[src/rtl/vpi_capture_pkg.sv]
// Shared types and helpers for the VPI change-capture block.
package vpi_capture_pkg;

  localparam int OVF_WIDTH = 16;

  // Baseline FSM: IDLE has no valid last_value, ARMED compares against it.
  typedef enum logic {
    IDLE  = 1'b0,
    ARMED = 1'b1
  } capture_state_e;

  // Advance a FIFO pointer; depth is a power of two so masking wraps it.
  function automatic int next_ptr(input int ptr, input int depth);
    return (ptr + 1) & (depth - 1);
  endfunction

endpackage

[src/rtl/vpi_change_capture_if.sv]
// Bus between the watched design/consumer side and the change-capture block.
interface vpi_change_capture_if
  import vpi_capture_pkg::*;
#(
  parameter int WIDTH    = 32,
  parameter int DEPTH    = 16,
  parameter int TS_WIDTH = 32
);
  localparam int LVL_W = $clog2(DEPTH) + 1;

  logic                 enable;
  logic [WIDTH-1:0]     watch_value;
  logic                 rec_valid;
  logic                 rec_ready;
  logic [TS_WIDTH-1:0]  rec_time;
  logic [WIDTH-1:0]     rec_prev;
  logic [WIDTH-1:0]     rec_value;
  logic [LVL_W-1:0]     level;
  logic [OVF_WIDTH-1:0] overflow_count;

  // Bench/consumer side drives the watched bus and accepts records.
  modport master (
    output enable, watch_value, rec_ready,
    input  rec_valid, rec_time, rec_prev, rec_value, level, overflow_count
  );

  // Capture block side.
  modport slave (
    input  enable, watch_value, rec_ready,
    output rec_valid, rec_time, rec_prev, rec_value, level, overflow_count
  );

endinterface

[src/rtl/vpi_capture_fifo.sv]
// First-word-fall-through synchronous FIFO holding packed change records.
module vpi_capture_fifo
  import vpi_capture_pkg::*;
#(
  parameter  int DATA_W = 96,
  parameter  int DEPTH  = 16,
  localparam int PTR_W  = $clog2(DEPTH),
  localparam int LVL_W  = PTR_W + 1
) (
  input  logic              clk,
  input  logic              rst,
  input  logic              i_push,
  input  logic              i_pop,
  input  logic [DATA_W-1:0] i_data,
  output logic [DATA_W-1:0] o_data,
  output logic              o_full,
  output logic              o_empty,
  output logic [LVL_W-1:0]  o_level
);

  logic [DATA_W-1:0] r_mem [DEPTH];
  logic [PTR_W-1:0]  r_wptr;
  logic [PTR_W-1:0]  r_rptr;
  logic [LVL_W-1:0]  r_level;
  logic              w_doPush;
  logic              w_doPop;

  assign o_full   = (r_level == LVL_W'(DEPTH));
  assign o_empty  = (r_level == '0);
  assign o_level  = r_level;
  assign w_doPop  = i_pop && !o_empty;
  // A pop frees the slot the push writes into, so full + pop still accepts.
  assign w_doPush = i_push && (!o_full || w_doPop);
  assign o_data   = o_empty ? '0 : r_mem[r_rptr];

  // Record storage; write-only port, read is combinational for FWFT.
  always_ff @(posedge clk) begin
    if (!rst && w_doPush) begin
      r_mem[r_wptr] <= i_data;
    end
  end

  // Pointers and occupancy counter.
  always_ff @(posedge clk) begin
    if (rst) begin
      r_wptr  <= '0;
      r_rptr  <= '0;
      r_level <= '0;
    end else begin
      if (w_doPush) begin
        r_wptr <= PTR_W'(next_ptr(int'(r_wptr), DEPTH));
      end
      if (w_doPop) begin
        r_rptr <= PTR_W'(next_ptr(int'(r_rptr), DEPTH));
      end
      case ({w_doPush, w_doPop})
        2'b10:   r_level <= r_level + 1'b1;
        2'b01:   r_level <= r_level - 1'b1;
        default: r_level <= r_level;
      endcase
    end
  end

endmodule

[src/rtl/vpi_change_capture.sv]
// Watches a bus, timestamps every value change and queues records for a consumer.
module vpi_change_capture
  import vpi_capture_pkg::*;
#(
  parameter int WIDTH    = 32,
  parameter int DEPTH    = 16,
  parameter int TS_WIDTH = 32
) (
  input logic                clk,
  input logic                rst,
  vpi_change_capture_if.slave bus
);

  localparam int REC_W = TS_WIDTH + 2 * WIDTH;
  localparam int LVL_W = $clog2(DEPTH) + 1;

  capture_state_e       r_state;
  capture_state_e       w_stateNext;
  logic [TS_WIDTH-1:0]  r_ts;
  logic [WIDTH-1:0]     r_lastValue;
  logic [OVF_WIDTH-1:0] r_ovfCount;
  logic                 w_push;
  logic                 w_pop;
  logic                 w_loadBaseline;
  logic                 w_full;
  logic                 w_empty;
  logic                 w_drop;
  logic [REC_W-1:0]     w_recIn;
  logic [REC_W-1:0]     w_recOut;
  logic [LVL_W-1:0]     w_level;

  assign w_pop   = !w_empty && bus.rec_ready;
  assign w_drop  = w_push && w_full && !w_pop;
  assign w_recIn = {r_ts, r_lastValue, bus.watch_value};

  // Baseline FSM next-state: arm on first enabled cycle, push on change.
  always_comb begin
    w_stateNext    = r_state;
    w_push         = 1'b0;
    w_loadBaseline = 1'b0;
    case (r_state)
      IDLE: begin
        if (bus.enable) begin
          w_stateNext    = ARMED;
          w_loadBaseline = 1'b1;
        end
      end
      ARMED: begin
        if (!bus.enable) begin
          w_stateNext = IDLE;
        end else if (bus.watch_value != r_lastValue) begin
          w_push         = 1'b1;
          w_loadBaseline = 1'b1;
        end
      end
      default: w_stateNext = IDLE;
    endcase
  end

  // FSM state register.
  always_ff @(posedge clk) begin
    if (rst) r_state <= IDLE;
    else     r_state <= w_stateNext;
  end

  // Baseline value; still updated on dropped pushes so prev stays truthful.
  always_ff @(posedge clk) begin
    if (rst)                 r_lastValue <= '0;
    else if (w_loadBaseline) r_lastValue <= bus.watch_value;
  end

  // Free-running timestamp, wraps silently.
  always_ff @(posedge clk) begin
    if (rst) r_ts <= '0;
    else     r_ts <= r_ts + 1'b1;
  end

  // Saturating count of records lost to a full FIFO.
  always_ff @(posedge clk) begin
    if (rst)                               r_ovfCount <= '0;
    else if (w_drop && (r_ovfCount != '1)) r_ovfCount <= r_ovfCount + 1'b1;
  end

  vpi_capture_fifo #(
    .DATA_W (REC_W),
    .DEPTH  (DEPTH)
  ) u_fifo (
    .clk     (clk),
    .rst     (rst),
    .i_push  (w_push),
    .i_pop   (w_pop),
    .i_data  (w_recIn),
    .o_data  (w_recOut),
    .o_full  (w_full),
    .o_empty (w_empty),
    .o_level (w_level)
  );

  assign bus.rec_valid      = !w_empty;
  assign bus.rec_time       = w_recOut[REC_W-1 -: TS_WIDTH];
  assign bus.rec_prev       = w_recOut[2*WIDTH-1 -: WIDTH];
  assign bus.rec_value      = w_recOut[WIDTH-1:0];
  assign bus.level          = w_level;
  assign bus.overflow_count = r_ovfCount;

endmodule
[src/flat_wrapper.sv]
// flat-port wrapper written by rule: the top's interface ports become plain ports
module vpi_change_capture_flat import vpi_capture_pkg::*;
#(
  parameter int WIDTH    = 32,
  parameter int DEPTH    = 16,
  parameter int TS_WIDTH = 32
)
  (clk, rst, bus_enable, bus_watch_value, bus_rec_ready, bus_rec_valid, bus_rec_time, bus_rec_prev, bus_rec_value, bus_level, bus_overflow_count);
  vpi_change_capture_if #(.WIDTH(WIDTH), .DEPTH(DEPTH), .TS_WIDTH(TS_WIDTH)) bus_i ();
  input logic clk;
  input logic rst;
  input wire logic [$bits(bus_i.enable)-1:0] bus_enable;
  input wire logic [$bits(bus_i.watch_value)-1:0] bus_watch_value;
  input wire logic [$bits(bus_i.rec_ready)-1:0] bus_rec_ready;
  output wire logic [$bits(bus_i.rec_valid)-1:0] bus_rec_valid;
  output wire logic [$bits(bus_i.rec_time)-1:0] bus_rec_time;
  output wire logic [$bits(bus_i.rec_prev)-1:0] bus_rec_prev;
  output wire logic [$bits(bus_i.rec_value)-1:0] bus_rec_value;
  output wire logic [$bits(bus_i.level)-1:0] bus_level;
  output wire logic [$bits(bus_i.overflow_count)-1:0] bus_overflow_count;
  assign bus_i.enable = bus_enable;
  assign bus_i.watch_value = bus_watch_value;
  assign bus_i.rec_ready = bus_rec_ready;
  assign bus_rec_valid = bus_i.rec_valid;
  assign bus_rec_time = bus_i.rec_time;
  assign bus_rec_prev = bus_i.rec_prev;
  assign bus_rec_value = bus_i.rec_value;
  assign bus_level = bus_i.level;
  assign bus_overflow_count = bus_i.overflow_count;
  vpi_change_capture #(.WIDTH(WIDTH), .DEPTH(DEPTH), .TS_WIDTH(TS_WIDTH)) u_core (.clk(clk), .rst(rst), .bus(bus_i));
endmodule
[config.mk]
export PLATFORM = sky130hd
export DESIGN_NAME = vpi_change_capture_flat
export DESIGN_NICKNAME = d
export VERILOG_FILES = /design/src/rtl/vpi_capture_pkg.sv /design/src/rtl/vpi_change_capture_if.sv /design/src/rtl/vpi_capture_fifo.sv /design/src/rtl/vpi_change_capture.sv /design/src/flat_wrapper.sv
export SDC_FILE = /design/constraint.sdc
export NUM_CORES = 1
export LEC_CHECK = 0
export CORE_MARGIN = 5
export CORE_UTILIZATION = 60
export CTS_CLUSTER_DIAMETER = 200
export CTS_CLUSTER_SIZE = 16
export DETAILED_ROUTE_END_ITERATION = 10
export PLACE_DENSITY = 0.76
export REMOVE_ABC_BUFFERS = 1
export SYNTH_ARGS = -nofsm -noshare
export SYNTH_HDL_FRONTEND = slang
export SYNTH_SLANG_ARGS = --single-unit
[constraint.sdc]
create_clock -name clk -period 32.9 [get_ports clk]
set_clock_uncertainty 0.15 [all_clocks]
set_input_delay 8.225 -clock clk [delete_from_list [all_inputs] [get_ports clk]]
set_output_delay 8.225 -clock clk [all_outputs]
set_load 0.02 [all_outputs]
==> results.md <==
Global route:
- The global-route congestion overflow total is 0.
- Global routing used around 25% of the available tracks across all layers.
- The via count of the first global-routing pass is roughly 30000.
- Entering global routing, the biggest net connects 125 pins.
- The first global-routing pass estimated just over 200 mm of wire.
- The number of antenna violations at the first check in global routing is 6.

Worst setup path:
- Data arrives at the worst endpoint at 6.26 ns.
- The data required time of the critical path is 24.52 ns.
- The critical path's most frequent cell is sky130_fd_sc_hd__buf_4.
- The type of origin of the critical path is a flip-flop.
- Broken down by cell family, the worst path's largest delay share belongs to buffers and inverters.
- Across all register-to-register paths, the minimum setup slack is approximately 27 ns.
- The maximum fanout count along the critical path is 76.
- The launching point of the worst reg2reg path is u_core.r_lastValue[24].
- In this design, the stage delay of the slowest critical-path cell is around 0.96 ns.
- The critical path in this run is classified as flip-flop to output pin.
- The kind of end point of the critical path is an output pin.
- The critical-path cell with the highest stage delay is sky130_fd_sc_hd__buf_4.
- The worst register-to-register path ends at u_core.u_fifo.r_mem[6][41].
- Counting buffers and inverters, the worst setup path is 7 cells deep.
- The number of buffer and inverter stages on the critical path is 4.
- The critical path ends at bus_rec_prev[25].
- The depth of the most critical reg-to-reg path is 9.
- The critical path goes through buf_4 -> buf_4 -> buf_4 -> mux4_2 -> mux4_2 -> and2_1 -> clkdlybuf4s50_1.

Yosys:
- The combined area of all synthesized cells is roughly 0.063 mm2.
- The multiplexer area fraction after synthesis is around 18%.
- Sorting the synthesized cells by area gives the leading types as sky130_fd_sc_hd__edfxtp_1, sky130_fd_sc_hd__mux4_2, sky130_fd_sc_hd__dfxtp_1.
- The fraction of the mapped netlist area in compound gates is less than 1%.
- sky130_fd_sc_hd__edfxtp_1 takes more of the synthesized area than any other cell.
- Sequential elements use about three quarters of the synthesized area.
- Counting every instance in the synthesized netlist gives roughly 2700.
- Yosys printed 0 warnings.
- The number of unique standard cell types used by synthesis is 43.
- The share of synthesized cell area in and, or, nand and nor gates is under 10%.
- Of the total synthesized cell area, the portion taken by XOR and XNOR cells is roughly 1.1%.
- The fraction of the mapped netlist area in adder cells is less than 1%.
- After synthesis, the largest area contributor takes up between 70% and 80% of total cell area.
- The dominant combinational cell family by area after synthesis is multiplexers.
- The post-synthesis average cell area is ~23 um2.
- The flip-flop and latch count after synthesis is approximately 1600.

Drt:
- The total via count in the routed design is 28790.
- The topmost layer with routed signal wires is met5.
- After detailed routing, the wire length on met1 is ~53 mm.
- Summed over all nets, wire length on met3 after detailed routing comes to about 12 mm.
- The first routing iteration left around 3800 violations.
- The detail route stage leaves a number of antenna-violating nets equal to 0.
- The first detailed-routing pass took 5 iterations.
- The met2 wirelength from detailed routing is between 60 and 70 mm.
- After detailed routing, the total wire length is roughly 140 mm.
- In the routed layout, each cell is associated on average with a via count of between 6 and 7.
- The detailed-route wire length per cell is 30.99 um.
- The DRC violations left is 0.

Timing:
- The normalized max-slew margin is between 10% and 20%.
- The number of max-slew violations in the final report is 0.
- The total negative slack is 0 ns.
- The number of failing hold endpoints at the final stage is 0.
- The final count of negative-setup-slack endpoints is 0.
- The tightest hold path in the finished design has a slack of a little under 0.4 ns.
- The maximum frequency from static timing analysis is around 68 MHz.
- The final period utilization is 44.49%.
- Setup repair after global routing left no endpoint under its margin.
- The minimum clock period after layout is about 15 ns.
- For the pin with the worst max-slew slack, the measured transition is ~1.2 ns.
- The worst-case setup margin in the final layout is 18.26 ns.

Place:
- The detailed-placement wirelength estimate is approximately 66 mm.
- The number of buffers inserted by port buffering is 153.
- At the end of routability-driven placement, the weighted congestion stood at between 0.7 and 0.8.
- The pre-CTS setup slack is approximately 19 ns.
- Counting tap cells, the placed design contains a total of ~4200 instances.

Cells and area:
- The number of cells in the finished layout apart from fillers is about 4400.
- The ratio of cells with drive above 1 in the final layout is about 23%.
- At the end of the flow, the number of nets in the layout was roughly 3000.
- The area growth from synthesis to layout is 10.53%.
- The number of filler instances in the final layout is approximately 6300.

Pwr:
- The overall power of the completed layout is around 4.4 mW.
- The largest voltage drop on the vdd net is around 0.076 mV.
- Dividing total power by cell area gives a power density of approximately 64 mW/mm2.
- Summed over all cells, the static leakage comes to approximately 21 nW.

Hold path:
- The path category of the worst min-delay check is flip-flop to flip-flop.

Clocking:
- The H-tree generated during clock tree synthesis spans 3 levels.
- Counting every sink on the clock net gives about 1600.
- The TritonCTS clock tree is yes.
- In this run the deepest clock path goes through 3 buffers.
- The number of hold buffers added after CTS was 0.
- The number of gates given a new drive strength after cts is 0.
- CTS placed an instance of sky130_fd_sc_hd__clkbuf_16 at the clock tree root.
- The total clock buffers created by CTS is between 100 and 150.
- The clock-pin slew on the worst setup and hold paths is 0.07 ns.
- For the worst-skew pair, the clock arrives at the later sink with an insertion delay of around 0.7 ns.
- Buffers added to address setup during post-CTS repair amount to 0.

Floorplanning:
- The floorplan has 118 rows.
- The die outline area is about 0.11 mm2.
- The initial core utilization is 60.44%.
- The die is 332.9 um wide.
- The vertical die dimension is 332.9 um.
- The floorplan step defined a core boundary enclosing between 0.1 and 0.15 mm2.
- The I/O pin count is 154.

Status:
- The flow ran to the end, and the final reports show no timing, DRC or antenna violations.

Flow run:
- The number of max-cap violations is 0.
-- metal layers --
metal  vias to the layer above  global-route usage (%)
li1                      11710                       -
met1                     15430                   35.56
met2                      1455                   40.65
met3                       188                   4.588
met4                         4                   5.228
met5                         -                       0
-- layout by cell type (no fill, tap or decap), drive strengths merged, types with 4 or more instances in the layout --
cell           synthesis  routed
buf                   58      58
xnor2                 20      20
and3                   5       5
mux4                 480     480
clkinv                 0       5
or3                    7       7
nor2                 106     106
nor3                  12      12
dfxtp                 98      98
ha                    10      10
clkbuf                80     201
inv                    5       8
clkdlybuf4s50          0     152
edfxtp              1536    1536
and2                  98      98
nor4                  12      12
nand3                 19      19
and4                   4       4
xor2                  59      59
nor2b                  4       4
o21ai                  7       7
nand2                 19      19
nand4                 13      13
mux2i                 39      39
or3b                   4       4
a21oi                 10      10
-- where the power goes --
| part | switching (mW) | internal [mW] | leakage [nW] | total, mW |
|---|---|---|---|---|
| clock network | 0.667 | 0.648 | 1.55 | 1.32 |
| registers | 0.0281 | 2.27 | 14.8 | 2.30 |
| logic | 0.418 | 0.405 | 4.63 | 0.823 |
| total | 1.11 | 3.32 | 21.0 | 4.44 |
-- kinds of logic (layout without fill, tap and decap cells) --
kind of cell | count (synthesis) | in the layout
AOI/OAI and AO/OA | 23 | 23
xor gates and xnor gates | 79 | 79
adders and majority gates | 11 | 11
buffers and inverters | 143 | 424
DFF | 1634 | 1634
muxes | 520 | 520
other | 0 | 2
and+or+nand+nor | 310 | 310
-- cells in the mapped netlist, drive strengths merged --
cell type  instances
o2111ai            1
nor3              12
o211ai             1
nand2b             2
edfxtp          1536
nand4             13
o31a               1
nor3b              2
xor2              59
xnor2             20
nor2b              4
mux2i             39
or3b               4
o21ai              7
a21o               2
and2              98
a21boi             1
dfxtp             98
a21oi             10
or4                1
ha                10
nand2             19
nand3             19
buf               58
mux2               1
inv                5
mux4             480
nor4              12
or3                7
clkbuf            80
fa                 1
and3               5
nor2             106
or2                2
and4               4
-- sequential cells by signal, indices dropped and copies added (netlist names), named ones only --
| signal | flops |
|---|---|
| u_core.u_fifo.r_wptr | 4 |
| u_core.r_state | 1 |
| u_core.u_fifo.r_mem | 1536 |
| u_core.u_fifo.r_rptr | 4 |
| u_core.bus.overflow_count | 16 |
| u_core.u_fifo.o_level | 5 |
| u_core.r_ts | 32 |
| u_core.r_lastValue | 32 |
-- worst min path at each step --
stage	start	cells after the start	slack [ns]	to
6_report	u_core.bus.overflow_count[5]	2	0.39	u_core.bus.overflow_count[5]
2_1_floorplan	u_core.u_fifo.r_rptr[3]	2	0.33	flip-flop
5_1_grt	u_core.u_fifo.r_rptr[3]	2	0.44	flip-flop
3_5_place_dp	u_core.u_fifo.r_rptr[3]	2	0.37	flip-flop
3_3_place_gp	u_core.bus.overflow_count[5]	2	0.35	u_core.bus.overflow_count[5]
4_1_cts	u_core.bus.overflow_count[5]	2	0.39	u_core.bus.overflow_count[5]
-- worst min-delay path, cell delays in order, from the launching register on --
cell	delay, ns
sky130_fd_sc_hd__dfxtp_1	0.34
sky130_fd_sc_hd__o21ai_0	0.08
sky130_fd_sc_hd__a21oi_1	0.07
-- area by class of cell --
type | instances | area (um2) | area share (%)
flip-flops and latches | 1634 | 48100 | 69.57
multi-input cells | 943 | 13980 | 20.22
clock buffers | 201 | 3137 | 4.537
repair buffers | 210 | 2019 | 2.921
well taps | 1380 | 1727 | 2.497
clock inverters | 8 | 153.9 | 0.2226
inverters | 5 | 18.77 | 0.02714
diodes | 2 | 5.005 | 0.007238
-- stage by stage --
stage	instance area (um2)	utilization, %
final	69140	66.81
after CTS	69140	66.80
after global placement	65850	63.62
after floorplan	61960	-
after detailed placement	65850	63.62
after global routing	69140	66.80
No activity file was read; power rests on OpenSTA's default activity.
